File: src/rtl/risc_reset_pkg.sv
// Shared encodings for the RISC_PROC reset sequencer: FSM states, reset cause
// codes and a saturating counter helper.
package risc_reset_pkg;

    // Sequencer FSM states.
    typedef enum logic [1:0] {
        ST_ASSERT  = 2'b00,
        ST_RELEASE = 2'b01,
        ST_RUN     = 2'b10
    } seq_state_t;

    // Cause of the most recent reset sequence, as seen on reset_cause.
    typedef enum logic [1:0] {
        CAUSE_EXT = 2'b00,
        CAUSE_SW  = 2'b01,
        CAUSE_WDT = 2'b10
    } reset_cause_t;

    localparam int unsigned COUNT_WIDTH = 8;
    localparam logic [COUNT_WIDTH-1:0] COUNT_MAX = '1;

    // Increment that sticks at all-ones instead of wrapping.
    function automatic logic [COUNT_WIDTH-1:0] sat_inc(input logic [COUNT_WIDTH-1:0] value);
        logic [COUNT_WIDTH-1:0] result;
        if (value == COUNT_MAX) begin
            result = value;
        end else begin
            result = value + COUNT_WIDTH'(1);
        end
        return result;
    endfunction

endpackage

File: src/rtl/wdt_counter.sv
// Watchdog counter: counts enabled, un-kicked cycles and raises a one-cycle
// expire pulse on the cycle the count would reach WDT_TIMEOUT.
module wdt_counter #(
    parameter int unsigned WDT_WIDTH   = 16,
    parameter int unsigned WDT_TIMEOUT = 50000
) (
    input  logic i_clock,
    input  logic i_clear,
    input  logic i_enable,
    input  logic i_kick,
    output logic o_expire
);

    localparam logic [WDT_WIDTH-1:0] CNT_LAST = WDT_WIDTH'(WDT_TIMEOUT - 1);
    localparam logic [WDT_WIDTH-1:0] CNT_ONE  = WDT_WIDTH'(1);

    logic [WDT_WIDTH-1:0] r_count;
    logic                 w_counting;
    logic                 w_expire;

    // A kick or a disabled watchdog suppresses expiry in the very same cycle.
    assign w_counting = i_enable && !i_kick && !i_clear;
    assign w_expire   = w_counting && (r_count == CNT_LAST);
    assign o_expire   = w_expire;

    // Count enabled cycles; anything that stops counting or fires returns to zero.
    always_ff @(posedge i_clock) begin
        if (!w_counting || w_expire) begin
            r_count <= '0;
        end else begin
            r_count <= r_count + CNT_ONE;
        end
    end

endmodule

File: src/rtl/reset_sequencer.sv
// Reset controller for the RISC_PROC core domains. Holds every domain in reset
// after any trigger (external, software or watchdog), then releases domains in
// index order with a fixed stagger and reports why and how often it happened.
module reset_sequencer
    import risc_reset_pkg::*;
#(
    parameter int unsigned NUM_DOMAINS  = 4,
    parameter int unsigned PULSE_CYCLES = 4,
    parameter int unsigned STAGGER      = 2,
    parameter int unsigned WDT_WIDTH    = 16,
    parameter int unsigned WDT_TIMEOUT  = 50000
) (
    input  logic                   i_clock,
    input  logic                   i_reset,
    input  logic                   i_sw_reset_req,
    input  logic                   i_wdt_enable,
    input  logic                   i_wdt_kick,
    output logic [NUM_DOMAINS-1:0] o_domain_reset,
    output logic                   o_all_released,
    output logic [1:0]             o_reset_cause,
    output logic [7:0]             o_reset_count
);

    localparam int unsigned HOLD_W = (PULSE_CYCLES > 1) ? $clog2(PULSE_CYCLES) : 1;
    localparam int unsigned STAG_W = (STAGGER > 1) ? $clog2(STAGGER) : 1;
    localparam int unsigned IDX_W  = (NUM_DOMAINS > 1) ? $clog2(NUM_DOMAINS) : 1;

    localparam logic [HOLD_W-1:0] HOLD_LAST = HOLD_W'(PULSE_CYCLES - 1);
    localparam logic [HOLD_W-1:0] HOLD_ONE  = HOLD_W'(1);
    localparam logic [STAG_W-1:0] STAG_LAST = STAG_W'(STAGGER - 1);
    localparam logic [STAG_W-1:0] STAG_ONE  = STAG_W'(1);
    localparam logic [IDX_W-1:0]  IDX_LAST  = IDX_W'(NUM_DOMAINS - 1);
    localparam logic [IDX_W-1:0]  IDX_ONE   = IDX_W'(1);

    seq_state_t             r_state;
    logic [HOLD_W-1:0]      r_hold;
    logic [STAG_W-1:0]      r_stag;
    logic [IDX_W-1:0]       r_idx;
    logic [NUM_DOMAINS-1:0] r_domain_reset;
    logic                   r_all_released;
    reset_cause_t           r_reset_cause;
    logic [7:0]             r_reset_count;

    logic w_wdt_clear;
    logic w_wdt_expire;

    // The watchdog only runs in RUN and restarts from zero on any reset or SW trigger.
    assign w_wdt_clear = i_reset || i_sw_reset_req || (r_state != ST_RUN);

    wdt_counter #(
        .WDT_WIDTH   (WDT_WIDTH),
        .WDT_TIMEOUT (WDT_TIMEOUT)
    ) u_wdt (
        .i_clock  (i_clock),
        .i_clear  (w_wdt_clear),
        .i_enable (i_wdt_enable),
        .i_kick   (i_wdt_kick),
        .o_expire (w_wdt_expire)
    );

    // Sequencer FSM: triggers dominate, otherwise hold, then stagger the releases.
    always_ff @(posedge i_clock) begin
        if (i_reset) begin
            r_state        <= ST_ASSERT;
            r_hold         <= '0;
            r_stag         <= '0;
            r_idx          <= '0;
            r_domain_reset <= '1;
            r_all_released <= 1'b0;
            r_reset_cause  <= CAUSE_EXT;
            r_reset_count  <= '0;
        end else if (i_sw_reset_req || w_wdt_expire) begin
            // SW wins the cause field when both fire together; counted once.
            r_state        <= ST_ASSERT;
            r_hold         <= '0;
            r_stag         <= '0;
            r_idx          <= '0;
            r_domain_reset <= '1;
            r_all_released <= 1'b0;
            r_reset_cause  <= i_sw_reset_req ? CAUSE_SW : CAUSE_WDT;
            r_reset_count  <= sat_inc(r_reset_count);
        end else begin
            unique case (r_state)
                ST_ASSERT: begin
                    if (r_hold == HOLD_LAST) begin
                        r_hold            <= '0;
                        r_domain_reset[0] <= 1'b0;
                        if (NUM_DOMAINS == 1) begin
                            r_state        <= ST_RUN;
                            r_all_released <= 1'b1;
                        end else begin
                            r_state <= ST_RELEASE;
                            r_stag  <= '0;
                            r_idx   <= IDX_ONE;
                        end
                    end else begin
                        r_hold <= r_hold + HOLD_ONE;
                    end
                end
                ST_RELEASE: begin
                    // r_idx is the next domain to release.
                    if (r_stag == STAG_LAST) begin
                        r_stag                <= '0;
                        r_domain_reset[r_idx] <= 1'b0;
                        if (r_idx == IDX_LAST) begin
                            r_state        <= ST_RUN;
                            r_all_released <= 1'b1;
                        end else begin
                            r_idx <= r_idx + IDX_ONE;
                        end
                    end else begin
                        r_stag <= r_stag + STAG_ONE;
                    end
                end
                ST_RUN: begin
                    r_state <= ST_RUN;
                end
                default: begin
                    r_state        <= ST_ASSERT;
                    r_hold         <= '0;
                    r_domain_reset <= '1;
                    r_all_released <= 1'b0;
                end
            endcase
        end
    end

    assign o_domain_reset = r_domain_reset;
    assign o_all_released = r_all_released;
    assign o_reset_cause  = r_reset_cause;
    assign o_reset_count  = r_reset_count;

endmodule

File: config.mk
export PLATFORM = sky130hd
export DESIGN_NAME = reset_sequencer
export DESIGN_NICKNAME = d
export VERILOG_FILES = /design/src/rtl/risc_reset_pkg.sv /design/src/rtl/wdt_counter.sv /design/src/rtl/reset_sequencer.sv
export SDC_FILE = /design/constraint.sdc
export NUM_CORES = 1
export LEC_CHECK = 0
export ABC_AREA = 1
export BUFFER_PORTS_ARGS = -buffer_cell sky130_fd_sc_hd__buf_2
export CORE_UTILIZATION = 55
export DETAILED_ROUTE_END_ITERATION = 10
export PLACE_DENSITY = 0.84
export RECOVER_POWER = 25
export SLEW_MARGIN = 20
export SYNTH_ARGS = -nofsm -noshare
export SYNTH_HDL_FRONTEND = slang
export SYNTH_SLANG_ARGS = --single-unit
File: constraint.sdc
create_clock -name i_clock -period 3.35 [get_ports i_clock]
set_input_delay 0.8375 -clock i_clock [delete_from_list [all_inputs] [get_ports i_clock]]
set_output_delay 0.8375 -clock i_clock [all_outputs]
set_load 0.05 [all_outputs]
# == Word level (Yosys, flattened, before mapping) ==
# Cells that the tools add are included.
# totals
latch_bits,0
reg_bits,38
romBits,0
mem_bits_rw,0
output_inout_bits,15
n_memories,0
inputBits,5
# op_classes
n_reduce_logical,23
mul,0
magnitude_cmp,2
bitwise,5
div_mod_pow,0
add_sub_neg,5
shifts,0
muxes,21
n_eq_ne,11
# op_table
cell,count
$add A16 B1 Y16 const B,1
$eq A16 B16 Y1 const B,1
$mux W2,7
$ne A2 B2 Y1 const B,5
$reduce_and A3 Y1,3
$add A8 B1 Y8 const B,1
$eq A8 B8 Y1 const B,1
$pmux W2 S2,2
$eq A2 B2 Y1 const B,3
$pmux W2 S3,1
$pmux W3 S2,1
$reduce_and A2 Y1,3
$reduce_or A2 Y1,3
$mux W1,5
$add A2 B1 Y2 const B,2
$and A4 B4 Y4,1
$logic_and A1 B1 Y1,4
$logic_or A1 B1 Y1,4
$mux W4,1
$not A4 Y4,1
$pmux W1 S2,2
$reduce_and A4 Y1,1
$logic_not A1 Y1,3
$lt A2 B3 Y1 const B,1
8 further kinds,10

# == Logic depth before layout (Yosys ltp) ==
# logic_depth
word_depth,8
mapped_depth,10
ltp_nobuf,10

# == Modules after synthesis ==
# From an unflattened synthesis, not the netlist that was laid out.
# unflattened
cells_unflattened,301
area_unflattened_um2,2063.2
# by_module_without_submodules
module,area_each_um2,cells_each,n_inst
reset_sequencer,1209.9,167,1
wdt_counter,853.3,134,1

# == Worst setup path before layout ==
# Ideal clock, no wire load.
# synth_path
path_kind,input -> register
start,input i_reset
end,register r_reset_count[6] (netlist: o_reset_count[6])
t_arrival_ns,1.661
required_time_ns,3.235
cell_stages,9
setup_slack_ns,1.574
setup_ns,0.115
cell_sequence,inv_4 > nand2_2 > nor2_4 > nand3_4 > nand2_4 > buf_12 > nand3_1 > nand2_1 > nor2_1
# synth_between
elab_chain_len,7
# synth_lines
element,line,source
"start, declared",reset_sequencer.sv:14,"input logic i_reset,"
$logic_or A1 B1 Y1 (2 in series),reset_sequencer.sv:48,assign w_wdt_clear = i_reset || i_sw_reset_req || (r_state != ST_RUN);
$logic_not A1 Y1,wdt_counter.sv:22,assign w_counting = i_enable && !i_kick && !i_clear;
$logic_and A1 B1 Y1,wdt_counter.sv:22,
$logic_and A1 B1 Y1,wdt_counter.sv:23,assign w_expire = w_counting && (r_count == CNT_LAST);
$logic_or A1 B1 Y1,reset_sequencer.sv:72,end else if (i_sw_reset_req || w_wdt_expire) begin
$reduce_and A2 Y1 (no line),--,
"end signal, assigned",reset_sequencer.sv:81,r_reset_count <= sat_inc(r_reset_count);
"end, declared",reset_sequencer.sv:42,logic [7:0] r_reset_count;
# Parallel ways exist; a longest one is shown, timed or not.
# A chain may end at the register's enable or synchronous reset.

# == Worst setup path after layout ==
# layout_path
start,input i_reset
end,register r_domain_reset[1] (netlist: o_domain_reset[1])
# layout_between
elab_chain_len,7
# layout_lines
element,line,source
$logic_or A1 B1 Y1 (2 in series),reset_sequencer.sv:48,
$logic_not A1 Y1,wdt_counter.sv:22,
$logic_and A1 B1 Y1,wdt_counter.sv:22,
$logic_and A1 B1 Y1,wdt_counter.sv:23,
$logic_or A1 B1 Y1,reset_sequencer.sv:72,
$reduce_or A2 Y1 (no line) (*),--,
"end signal, assigned",reset_sequencer.sv:68,r_domain_reset <= '1;
"end signal, assigned",reset_sequencer.sv:78,r_domain_reset <= '1;
"end signal, assigned by index",reset_sequencer.sv:104,r_domain_reset[r_idx] <= 1'b0;
"end, declared",reset_sequencer.sv:39,logic [NUM_DOMAINS-1:0] r_domain_reset;
# Mark *: on every way between the ends. The rest lies on a longest branch, timed or not.

==> out/summary.txt <==
status -> finished clean
max-slew violations -> 0
htree depth -> 2
via count -> 1734
Clock Tree Root -> clkbuf_4
Max transition margin -> 56.0%
worst path arrival time -> 2.71 ns
Max Clk Rate -> 412 MHz
Starting Density -> 58.6%
initial antenna violation count -> 0
power per cell area -> 376 nW/µm²
Placed Cells -> 331
Tmin final -> 2.43 ns
Hold-fix buffers, CTS -> 0
Post-synth top cells -> nand2_1, dfxtp_1, nor2_1
Post-CTS Setup Bufs -> 0
routed len/inst -> 10.6 µm
grt ovf -> 0
WS Path Type -> in2reg
drt pass-1 iters -> 5
yosys warns -> 0
Startpoint Class -> input pin
worst vdd ir -> 0.000280 V
area fraction of the dominant cell type after synthesis -> 38.3%
layout cell share with drive strength beyond 1 -> 16.7%
Total GRT Usage -> 20.8%
Final Wtd Congestion -> 0.855
post-layout net count -> 307
largest family of logic cells by synthesized area -> simple AND/OR/NAND/NOR gates
largest net degree at the start of global routing -> 18
Pleak -> 0.807 nW
Clock Pin Slew Worst Setup and Hold Paths -> 0.11 ns
Vias/cell -> 5.12
worst skew pair latency -> 0.34 ns
CTS tree -> built
Post-synth ARST share -> 0%
final std cells w/o fill -> 339
Rows -> 21
Die Y -> 62.1 µm
port buffer count -> 19
final core occ -> 63.5%
DIE WIDTH -> 62.1 µm
post-synthesis xor/xnor area fraction -> 1.32%
complex-gate fraction of the synthesized area -> 10.2%
number of synthesized register bits -> 38
Post-Synth Adder-Cell Area -> 6.30%
die footprint -> 3850 µm²
RSZ-0062 raised after global routing -> no
CP max FO -> 17
antenna-violating nets left -> 0
area grow syn2layout -> 8.44%
Hold Path Class -> reg2reg
synthesized cell area -> 1990 µm²
first-pass GRT wire length -> 5870 µm
Sinks on Clock Net -> 38
Synth cell types -> 31
number of synthesized flops with an enable pin -> 0
Cells after Synth -> 269
register area share after synthesis -> 38.3%
setup violators final -> 0
top_reg_cell synth -> dfxtp_1
syn_area_per_cell -> 7.38 µm²
clock buffer depth -> 2
ANT cells -> 0
total CTS buffers -> 5
most frequent cell after synthesis -> nand2_1
final hold vios -> 0
Mapped Nets -> 284
Area contributors post-synth -> dfxtp_1, nand2_1, nand3_1
I/O Pins -> 20
# DRC -> 0
Tcrit/Tclk final -> 72.5%
hpwl dp -> 2700 µm
Total Routed Length -> 3590 µm
Crit. End Element -> register
Simple-Gate Fraction of Synth Area -> 36.2%
number of global-route vias before repair -> 1458
max_cap viols -> 0
Final Skew -> 0.00936 ns
post-cts resize count -> 0
worst endpoint required time -> 3.63 ns
post-synthesis mux area share -> 0%
DRT iter0 DRCs -> 38
cell taking the most area after synthesis -> dfxtp_1
Slew @ Worst Pin -> 0.658 ns
core footprint -> 3390 µm²
Final TNS setup -> 0 ns
-- routing by layer --
layer / global-route usage, % / routed length (µm)
met5: 0 / 0
met3: 7.66 / 100
met1: 25.5 / 1690
met4: 6.98 / 54
met2: 33.9 / 1750
-- critical path: stages --
cell,delay (ns)
clkbuf_1,0.09
clkinvlp_2,0.23
nand2_1,0.11
nor2_1,0.32
nand3_4,0.11
nand2_1,0.51
inv_2,0.04
nand2_1,0.27
inv_2,0.09
nand3_1,0.08
-- registers in the layout (all words and copies together) (netlist names) --
register	flops
u_wdt.r_count	16
o_reset_count	8
o_domain_reset	4
o_reset_cause	2
r_hold	2
r_idx	2
r_state	2
o_all_released	1
r_stag	1
-- final timing paths --
path               startpoint                end  slack, ns  cells past startpoint
max reg2reg        r_state[0]  o_domain_reset[1]       1.11                     10
max                   i_reset  o_domain_reset[1]       0.92                     10
min          u_wdt.r_count[0]   u_wdt.r_count[0]       0.47                      1
min reg2reg  u_wdt.r_count[0]   u_wdt.r_count[0]       0.47                      1
-- layout by cell type (no fill, tap or decap), drive strengths merged --
master and count:
a21oi 24, buf 18, bufinv 1, clkbuf 8
clkinvlp 1, dfxtp 38, ha 10, inv 30
nand2 59, nand3 30, nand4 3, nor2 39
nor3 10, nor3b 3, nor4 1, o211ai 1
o21ai 9, or2 5, xor2 3
-- final cells by class --
class                   instances  area (µm²)
inverters                      31         118
flip-flops and latches         38         761
repair buffers                 19        93.8
multi-input cells             197        1050
well taps                      46        57.6
fillers                       320        1240
clock buffers                   7        45.0
clock inverters                 1        30.0
-- stage by stage --
stage | power [W] | instance area [µm²] | worst slack (ns) | hold WS (ns)
6_report | 0.000810 | 2150 | 0.920 | 0.467
5_1_grt | 0.000845 | 2150 | 0.703 | 0.497
4_1_cts | 0.000822 | 2180 | 1.42 | 0.470
3_5_place_dp | 0.000519 | 2110 | 1.33 | 0.453
3_3_place_gp | 0.000518 | 2110 | 1.37 | 0.445
2_1_floorplan | 0.000510 | 1990 | 1.57 | 0.417
-- report_power, final --
group | switching [W] | internal (W)
Combinational | 0.0000317 | 0.0000128
Sequential | 0.00000458 | 0.000456
Clock | 0.000146 | 0.000158
-- cells by family after synthesis --
kind of cell,count (synthesis)
AOI/OAI and AO/OA,34
xor gates and xnor gates,3
adders and majority gates,10
buffers and inverters,34
DFF,38
and+or+nand+nor,150
Power figures use the tool's default switching activity.
